<file path="src/rtl/fact_bus_master_if.sv">
// Shared M_* bus between a bus initiator and the factorial-core side of the arbiter.
// Carries the level-sensitive factorial-done interrupt alongside the bus.
interface fact_bus_master_if;
   logic        M_req;
   logic        M_grant;
   logic        M_wr;
   logic [7:0]  M_address;
   logic [31:0] M_dout;
   logic [31:0] M_din;
   logic        f_interrupt;

   modport master (
      output M_req, M_wr, M_address, M_dout,
      input  M_grant, M_din, f_interrupt
   );

   modport slave (
      input  M_req, M_wr, M_address, M_dout,
      output M_grant, M_din, f_interrupt
   );
endinterface

</file>
<file path="src/rtl/fact_bus_master.sv">
// Bus initiator that runs one factorial job: program core, wait interrupt, read 64-bit result.
// Define FBM_TIMEOUT_EN to add a WAIT_INT watchdog that aborts the job with rsp_err=1.
module fact_bus_master #(
   parameter logic [7:0]  FACT_BASE   = 8'h20,
   parameter int unsigned RD_LAT      = 1,
   parameter int unsigned TIMEOUT_CYC = 4096
) (
   input  logic        clk,
   input  logic        reset,
   input  logic        cmd_valid,
   output logic        cmd_ready,
   input  logic [31:0] cmd_n,
   output logic        rsp_valid,
   input  logic        rsp_ready,
   output logic [63:0] rsp_result,
   output logic        rsp_err,
   fact_bus_master_if.master bus
);

   typedef enum logic [3:0] {
      StIdle, StReq1, StWOp, StWIen, StWStart, StRel, StWaitInt,
      StReq2, StRH, StRL, StWClr, StDone
   } state_t;

   if (RD_LAT < 1 || RD_LAT > 3) begin : g_bad_rd_lat
      $error("fact_bus_master: RD_LAT must be 1..3");
   end
   if (TIMEOUT_CYC == 0) begin : g_bad_timeout
      $error("fact_bus_master: TIMEOUT_CYC must be nonzero");
   end

   state_t      state_q;
   logic        m_req_q;
   logic        m_wr_q;
   logic [7:0]  m_address_q;
   logic [31:0] m_dout_q;
   logic [31:0] op_q;
   logic [1:0]  rd_cnt_q;
   logic        rsp_valid_q;
   logic [63:0] rsp_result_q;
   logic        xfer;
   logic        rd_last;
`ifdef FBM_TIMEOUT_EN
   logic [31:0] to_cnt_q;
   logic        err_q;
`endif

   assign xfer    = m_req_q & bus.M_grant;
   // A read completes on its RD_LAT-th granted cycle; M_din is sampled on that edge.
   assign rd_last = xfer && (rd_cnt_q == 2'(RD_LAT - 1));

   always_ff @(posedge clk) begin
      if (reset) begin
         state_q      <= StIdle;
         m_req_q      <= 1'b0;
         m_wr_q       <= 1'b0;
         m_address_q  <= 8'h00;
         m_dout_q     <= 32'h0;
         op_q         <= 32'h0;
         rd_cnt_q     <= 2'd0;
         rsp_valid_q  <= 1'b0;
         rsp_result_q <= 64'h0;
`ifdef FBM_TIMEOUT_EN
         to_cnt_q     <= 32'h0;
         err_q        <= 1'b0;
`endif
      end else begin
         unique case (state_q)
            StIdle: if (cmd_valid) begin
               op_q    <= cmd_n;
               m_req_q <= 1'b1;
               state_q <= StReq1;
`ifdef FBM_TIMEOUT_EN
               to_cnt_q <= 32'h0;
               err_q    <= 1'b0;
`endif
            end
            StReq1: if (bus.M_grant) begin
               m_wr_q      <= 1'b1;
               m_address_q <= FACT_BASE;
               m_dout_q    <= op_q;
               state_q     <= StWOp;
            end
            StWOp: if (xfer) begin
               m_address_q <= FACT_BASE + 8'h01;
               m_dout_q    <= 32'h1;
               state_q     <= StWIen;
            end
            StWIen: if (xfer) begin
               m_address_q <= FACT_BASE + 8'h03;
               m_dout_q    <= 32'h1;
               state_q     <= StWStart;
            end
            StWStart: if (xfer) begin
               m_req_q <= 1'b0;
               m_wr_q  <= 1'b0;
               state_q <= StRel;
            end
            StRel: state_q <= StWaitInt;
            StWaitInt: begin
               if (bus.f_interrupt) begin
                  m_req_q <= 1'b1;
                  state_q <= StReq2;
               end
`ifdef FBM_TIMEOUT_EN
               else if (to_cnt_q == 32'(TIMEOUT_CYC - 1)) begin
                  // Abort: skip the result reads, still clear the interrupt in the core.
                  m_req_q      <= 1'b1;
                  m_wr_q       <= 1'b1;
                  m_address_q  <= FACT_BASE + 8'h04;
                  m_dout_q     <= 32'h1;
                  rsp_result_q <= 64'h0;
                  err_q        <= 1'b1;
                  state_q      <= StWClr;
               end else begin
                  to_cnt_q <= to_cnt_q + 32'h1;
               end
`endif
            end
            StReq2: if (bus.M_grant) begin
               m_wr_q      <= 1'b0;
               m_address_q <= FACT_BASE + 8'h05;
               rd_cnt_q    <= 2'd0;
               state_q     <= StRH;
            end
            StRH: if (rd_last) begin
               rsp_result_q[63:32] <= bus.M_din;
               rd_cnt_q            <= 2'd0;
               m_address_q         <= FACT_BASE + 8'h06;
               state_q             <= StRL;
            end else if (xfer) begin
               rd_cnt_q <= rd_cnt_q + 2'd1;
            end
            StRL: if (rd_last) begin
               rsp_result_q[31:0] <= bus.M_din;
               rd_cnt_q           <= 2'd0;
               m_wr_q             <= 1'b1;
               m_address_q        <= FACT_BASE + 8'h04;
               m_dout_q           <= 32'h1;
               state_q            <= StWClr;
            end else if (xfer) begin
               rd_cnt_q <= rd_cnt_q + 2'd1;
            end
            StWClr: if (xfer) begin
               m_req_q     <= 1'b0;
               m_wr_q      <= 1'b0;
               rsp_valid_q <= 1'b1;
               state_q     <= StDone;
            end
            StDone: if (rsp_ready) begin
               rsp_valid_q <= 1'b0;
               state_q     <= StIdle;
            end
            default: state_q <= StIdle;
         endcase
      end
   end

   assign cmd_ready     = (state_q == StIdle);
   assign rsp_valid     = rsp_valid_q;
   assign rsp_result    = rsp_result_q;
   assign bus.M_req     = m_req_q;
   assign bus.M_wr      = m_wr_q;
   assign bus.M_address = m_address_q;
   assign bus.M_dout    = m_dout_q;
`ifdef FBM_TIMEOUT_EN
   assign rsp_err = err_q;
`else
   assign rsp_err = 1'b0;
`endif

endmodule

</file>
<file path="src/flat_wrapper.sv">
// flat-port wrapper written by rule: the top's interface ports become plain ports
module fact_bus_master_flat 
#(
   parameter logic [7:0]  FACT_BASE   = 8'h20,
   parameter int unsigned RD_LAT      = 1,
   parameter int unsigned TIMEOUT_CYC = 4096
)
  (clk, reset, cmd_valid, cmd_ready, cmd_n, rsp_valid, rsp_ready, rsp_result, rsp_err, bus_M_req, bus_M_wr, bus_M_address, bus_M_dout, bus_M_grant, bus_M_din, bus_f_interrupt);
  fact_bus_master_if bus_i ();
  input  logic clk;
  input  logic reset;
  input  logic cmd_valid;
  output logic cmd_ready;
  input  logic [31:0] cmd_n;
  output logic rsp_valid;
  input  logic rsp_ready;
  output logic [63:0] rsp_result;
  output logic rsp_err;
  output wire logic [$bits(bus_i.M_req)-1:0] bus_M_req;
  output wire logic [$bits(bus_i.M_wr)-1:0] bus_M_wr;
  output wire logic [$bits(bus_i.M_address)-1:0] bus_M_address;
  output wire logic [$bits(bus_i.M_dout)-1:0] bus_M_dout;
  input wire logic [$bits(bus_i.M_grant)-1:0] bus_M_grant;
  input wire logic [$bits(bus_i.M_din)-1:0] bus_M_din;
  input wire logic [$bits(bus_i.f_interrupt)-1:0] bus_f_interrupt;
  assign bus_M_req = bus_i.M_req;
  assign bus_M_wr = bus_i.M_wr;
  assign bus_M_address = bus_i.M_address;
  assign bus_M_dout = bus_i.M_dout;
  assign bus_i.M_grant = bus_M_grant;
  assign bus_i.M_din = bus_M_din;
  assign bus_i.f_interrupt = bus_f_interrupt;
  fact_bus_master #(.FACT_BASE(FACT_BASE), .RD_LAT(RD_LAT), .TIMEOUT_CYC(TIMEOUT_CYC)) u_core (.clk(clk), .reset(reset), .cmd_valid(cmd_valid), .cmd_ready(cmd_ready), .cmd_n(cmd_n), .rsp_valid(rsp_valid), .rsp_ready(rsp_ready), .rsp_result(rsp_result), .rsp_err(rsp_err), .bus(bus_i));
endmodule
</file>
<file path="config.mk">
export PLATFORM = sky130hd
export DESIGN_NAME = fact_bus_master_flat
export DESIGN_NICKNAME = d
export VERILOG_FILES = /design/src/rtl/fact_bus_master_if.sv /design/src/rtl/fact_bus_master.sv /design/src/flat_wrapper.sv
export SDC_FILE = /design/constraint.sdc
export NUM_CORES = 1
export LEC_CHECK = 0
export ABC_AREA = 1
export CORE_UTILIZATION = 41
export DETAILED_ROUTE_END_ITERATION = 6
export GPL_TIMING_DRIVEN = 1
export PLACE_DENSITY = 0.83
export SETUP_SLACK_MARGIN = 0.05
export SYNTH_ARGS = -nofsm -noshare
export SYNTH_HDL_FRONTEND = slang
export SYNTH_SLANG_ARGS = --single-unit
export TNS_END_PERCENT = 20
</file>
<file path="constraint.sdc">
create_clock -name clk -period 1.6 [get_ports clk]
set_input_delay 0.32 -clock clk [delete_from_list [all_inputs] [get_ports clk]]
set_output_delay 0.32 -clock clk [all_outputs]
set_load 0.05 [all_outputs]
</file>
* After elaboration in Yosys (flattened, before gate mapping) *
Index checks and enable logic that the tools add are counted.

word-level totals
  flip-flop bits (word level) = 145
  input port bits = 70
  output and inout bits = 109

operators by class
  add/sub/neg operators = 1
  equal/unequal tests = 25
  muxes and demuxes = 38
  bitwise operators = 1
  reduce and logical (&&, ||, !) cells = 22

operator list
  cell                  number
  $mux W32              3
  $pmux W32 S3          1
  $mux W8               6
  $pmux W4 S12          1
  $pmux W8 S6           1
  $mux W4               11
  $eq A4 B3 Y1 const B  4
  $eq A4 B4 Y1 const B  4
  $ne A2 B1 Y1 const B  8
  $reduce_and A11 Y1    1
  $ne A2 B2 Y1 const B  5
  $eq A4 B2 Y1 const B  2
  $mux W1               8
  $reduce_and A4 Y1     2
  $reduce_and A7 Y1     1
  $mux W2               3
  $reduce_and A2 Y1     3
  $reduce_and A3 Y1     2
  $reduce_bool A3 Y1    2
  $reduce_bool A6 Y1    1
  $reduce_or A2 Y1      3
  $reduce_and A5 Y1     1
  $eq A4 B1 Y1 const B  1
  $logic_not A4 Y1      1
  other kinds (11)      12

* Logic depth before layout (Yosys ltp) *
  word-level depth = 4
  mapped depth = 10

* Worst setup path before layout *
No wires, ideal clock.

  path kind = reg2reg
  start = register u_core.m_req_q (netlist: u_core.bus.M_req)
  end = register u_core.m_dout_q[24] (netlist: u_core.bus.M_dout[24])
  data arrival time = 1745 ps
  required time = 1472 ps
  slack = -273 ps
  stages on the path, launching flop included = 9
  buffers on the path = 1
  cell sequence = dfxtp_1 -> nand3_1 -> nand3_1 -> nand2_1 -> nor2_4 -> buf_2 -> o21ai_1 -> o21ai_1 -> nor2_1

between the ends
  cells in the longest elaborated chain, start to end = 4
  elaborated cells on any way between the ends = 5
  those cells by class = eq/ne: 2; bitwise: 1; reduce/logical: 2

ends and longest elaborated chain
  element                               RTL line               text
  start: declaration                    fact_bus_master.sv:33  logic m_req_q;
  start signal: assignment              fact_bus_master.sv:55  m_req_q <= 1'b0;
  start signal: assignment              fact_bus_master.sv:71  m_req_q <= 1'b1;
  start signal: assignment              fact_bus_master.sv:95  m_req_q <= 1'b0;
  $and A1 B1 Y1 *                       fact_bus_master.sv:48  assign xfer = m_req_q & bus.M_grant;
  $logic_and A1 B1 Y1                   fact_bus_master.sv:50  assign rd_last = xfer && (rd_cnt_q == 2'(RD_LAT - 1));
  $ne A2 B1 Y1 (no source line)         -
  $reduce_and A4 Y1 (no source line) *  -
  end signal: assignment                fact_bus_master.sv:81  m_dout_q <= op_q;
  end: declaration                      fact_bus_master.sv:36  logic [31:0] m_dout_q;

Every way passes the cells marked *; elsewhere a longest branch is shown, timed or not.
A chain may end at the register's enable or synchronous reset.

* Worst setup path in the final report *
  start = register u_core.state_q[1]
  end = output cmd_ready

between the ends
  cells in the longest elaborated chain, start to end = 1

ends and longest elaborated chain
  element                   RTL line                text
  start: declaration        fact_bus_master.sv:32   state_t state_q;
  start signal: assignment  fact_bus_master.sv:54   state_q <= StIdle;
  start signal: assignment  fact_bus_master.sv:72   state_q <= StReq1;
  start signal: assignment  fact_bus_master.sv:82   state_q <= StWOp;
  $logic_not A4 Y1          fact_bus_master.sv:159  assign cmd_ready = (state_q == StIdle);
  end: declaration          flat_wrapper.sv:13      output logic cmd_ready;

Every way passes these cells.

==> results_dict.tcl <==
set metrics [dict create \
    vias 5589 \
    p_sw_w 0.00689 \
    grt_start_max_net_pins 74 \
    globalplace.congestion 0.885 \
    drtPass1Iterations 4 \
    n_antenna_cell 0 \
    final_cell_area_mm2 0.00842 \
    h-tree-depth 4 \
    antenna_found_initial 0 \
    num_rows 41 \
    hold_viol_final 0 \
    die_h_um 116 \
    drt-initial-drc-count 482 \
    fmax_ghz 0.618 \
    hold_class "flop to flop" \
    grt_usage 0.224 \
    cts_buffers 17 \
    required_ns 1.28 \
    yosysSeqAreaShare 0.526 \
    cts_max_path_buffers 2 \
    port_buffers 173 \
    mostFrequentLayoutCell "nor2_1" \
    viasPerCell 5.03 \
    layout-drive-gt1-share 0.290 \
    vdd_drop_max_mv 0.872 \
    drt_wl_total_mm 16.2 \
    placedInstanceArea_mm2 0.00737 \
    gr-total-overflow 0 \
    maxCapViolations 0 \
    leakagePower_nw 3.79 \
    post-route-min-period_ns 1.62 \
    core_mm2 0.0127 \
    yosysWarnings 0 \
    clkPwrFrac 0.239 \
    drv_slew 0 \
    setup_viol 2 \
    synth.avg_cell_area_um2 7.50 \
    drc 0 \
    dpl.hpwl_mm 9.92 \
    area_delta_synth_final_pct 57.1 \
    fin_ws_ns -0.0185 \
    status "finished with violations" \
    fill_cells 1015 \
    crit_type "flop to output port" \
    dieArea_mm2 0.0135 \
    clk_latency_ns 0.43 \
    start_util 0.423 \
    ys_ff_latch 141 \
    rsz0062_at_grt "yes" \
    switching_share 0.409 \
    crit_fanout 3 \
    power_frac_seq 0.287 \
    syn_area_mm2 0.00536 \
    critPathArrivalTime_ns 1.30 \
    startpoint_type "flop" \
    grt_pass1_wl_mm 23.6 \
    share_comb_of_total_power 0.474 \
    ant_nets 0 \
    synthCells 715 \
    cts_root_buffer "clkbuf_16" \
    die_w_um 116 \
    layout.nets 999 \
    wl_per_cell_um 14.6 \
    grt_pass1_vias 5039 \
    power_density_mw_per_mm2 2000 \
    p_int_w 0.00997 \
    clk_pin_slew_ns 0.06 \
    numClockSinks 141 \
    fin_worst_skew_ns 0.0160 \
    cts_hold_buf 0 \
    cts_tree "yes" \
    crit_path_end_kind "output port" \
    whs_ns 0.449 \
    period_share 1.01 \
    boundaryPins 179 \
    final_cell_mix "nor2_1, buf_4, dfxtp_1, o21ai_0, clkdlybuf4s50_1" \
    ys_types 21 \
    violations "setup timing" \
    utilization 0.665 \
]
## flip-flops by register name, indices dropped and copies added, names as in the netlist
signal	count
u_core.bus.M_address	4
u_core.bus.M_dout	32
u_core.bus.M_req	1
u_core.bus.M_wr	1
u_core.op_q	32
u_core.rd_cnt_q	2
u_core.rsp_result	64
u_core.rsp_valid	1
u_core.state_q	4
## power by group through the flow
stage          logic [W]  registers, W  clock network [W]
2_1_floorplan    0.00259       0.00665                  0
3_3_place_gp     0.00648       0.00482                  0
3_5_place_dp     0.00659       0.00485                  0
4_1_cts          0.00682       0.00481            0.00408
5_1_grt          0.00856       0.00492            0.00423
6_report         0.00799       0.00484            0.00403
## Yosys cell counts (all sizes together)
cell / count / share of area
ha: 1 / 0.0023
conb: 1 / 0.00070
a21oi: 42 / 0.039
dfxtp: 141 / 0.53
o21ai: 164 / 0.15
clkbuf: 31 / 0.022
buf: 16 / 0.017
nor2: 192 / 0.14
nand3: 19 / 0.019
nand3b: 2 / 0.0028
nand2: 50 / 0.035
nand4: 4 / 0.0047
a22oi: 1 / 0.0014
inv: 51 / 0.036
## logic make-up (layout without fill, tap and decap cells)
family,Yosys count,count (layout),share of synthesized area
other,1,5,0.000699
AO/OA/AOI/OAI,207,207,0.194
flip-flops,141,141,0.526
buffers and inverters,98,319,0.0747
adder cells (fa/ha/maj),1,1,0.00233
AND/OR/NAND/NOR,267,267,0.202
## path summary, 6_finish.rpt
kind                                  start                                end  slack, ns  cells after the start
min reg2reg    u_core.op_q[30]$_SDFFE_PP0P_       u_core.op_q[30]$_SDFFE_PP0P_       0.45                      2
max          u_core.state_q[1]$_SDFFE_PP0P_                          cmd_ready      -0.02                      5
max reg2reg  u_core.state_q[3]$_SDFFE_PP0P_  u_core.bus.M_dout[2]$_SDFFE_PP0P_      -0.01                     10
min            u_core.op_q[30]$_SDFFE_PP0P_       u_core.op_q[30]$_SDFFE_PP0P_       0.45                      2
## through the flow
| stage | setup TNS [ns] | std cells | worst slack (ns) | power [W] |
|---|---|---|---|---|
| 2_1_floorplan | 0 | 719 | 0.0520 | 0.00924 |
| 3_3_place_gp | -26.58 | 1067 | -0.340 | 0.0113 |
| 3_5_place_dp | -29.49 | 1067 | -0.384 | 0.0114 |
| 4_1_cts | -0.0172 | 1101 | -0.0172 | 0.0157 |
| 5_1_grt | -1.23 | 1112 | -0.0701 | 0.0177 |
| 6_report | -0.0246 | 1112 | -0.0185 | 0.0169 |
## cell type report
cell class / count / area [um^2] / area share
Sequential cell: 141 / 2840 / 0.337
Clock inverter: 11 / 140 / 0.0166
Tap cell: 172 / 215 / 0.0256
Inverter: 51 / 196 / 0.0233
Multi-Input combinational cell: 480 / 2370 / 0.282
Clock buffer: 20 / 467 / 0.0554
Timing Repair Buffer: 237 / 2190 / 0.260
## critical path: stages, from the launching register on
cell and delay (ns):
dfxtp_4 0.36, buf_6 0.12, nor2_4 0.12, nand2_2 0.09, inv_4 0.07, buf_12 0.13
## per-layer routing
metal,up-vias,share of wire,track usage
li1,2733,-,-
met1,2608,0.42,0.263
met2,218,0.47,0.368
met3,30,0.087,0.0825
met4,0,0.018,0.0940
met5,-,0,0
## timing repair
action / 4_1_cts / 5_1_grt
hold endpoints to repair: 0 / 0
setup buffers: 3 / 6
gates resized for setup: 27 / 65
endpoints found under the setup margin: 41 / 113
gates cloned: 0 / 6
pin swaps: 4 / 22
(Power assumes the default switching activity.)
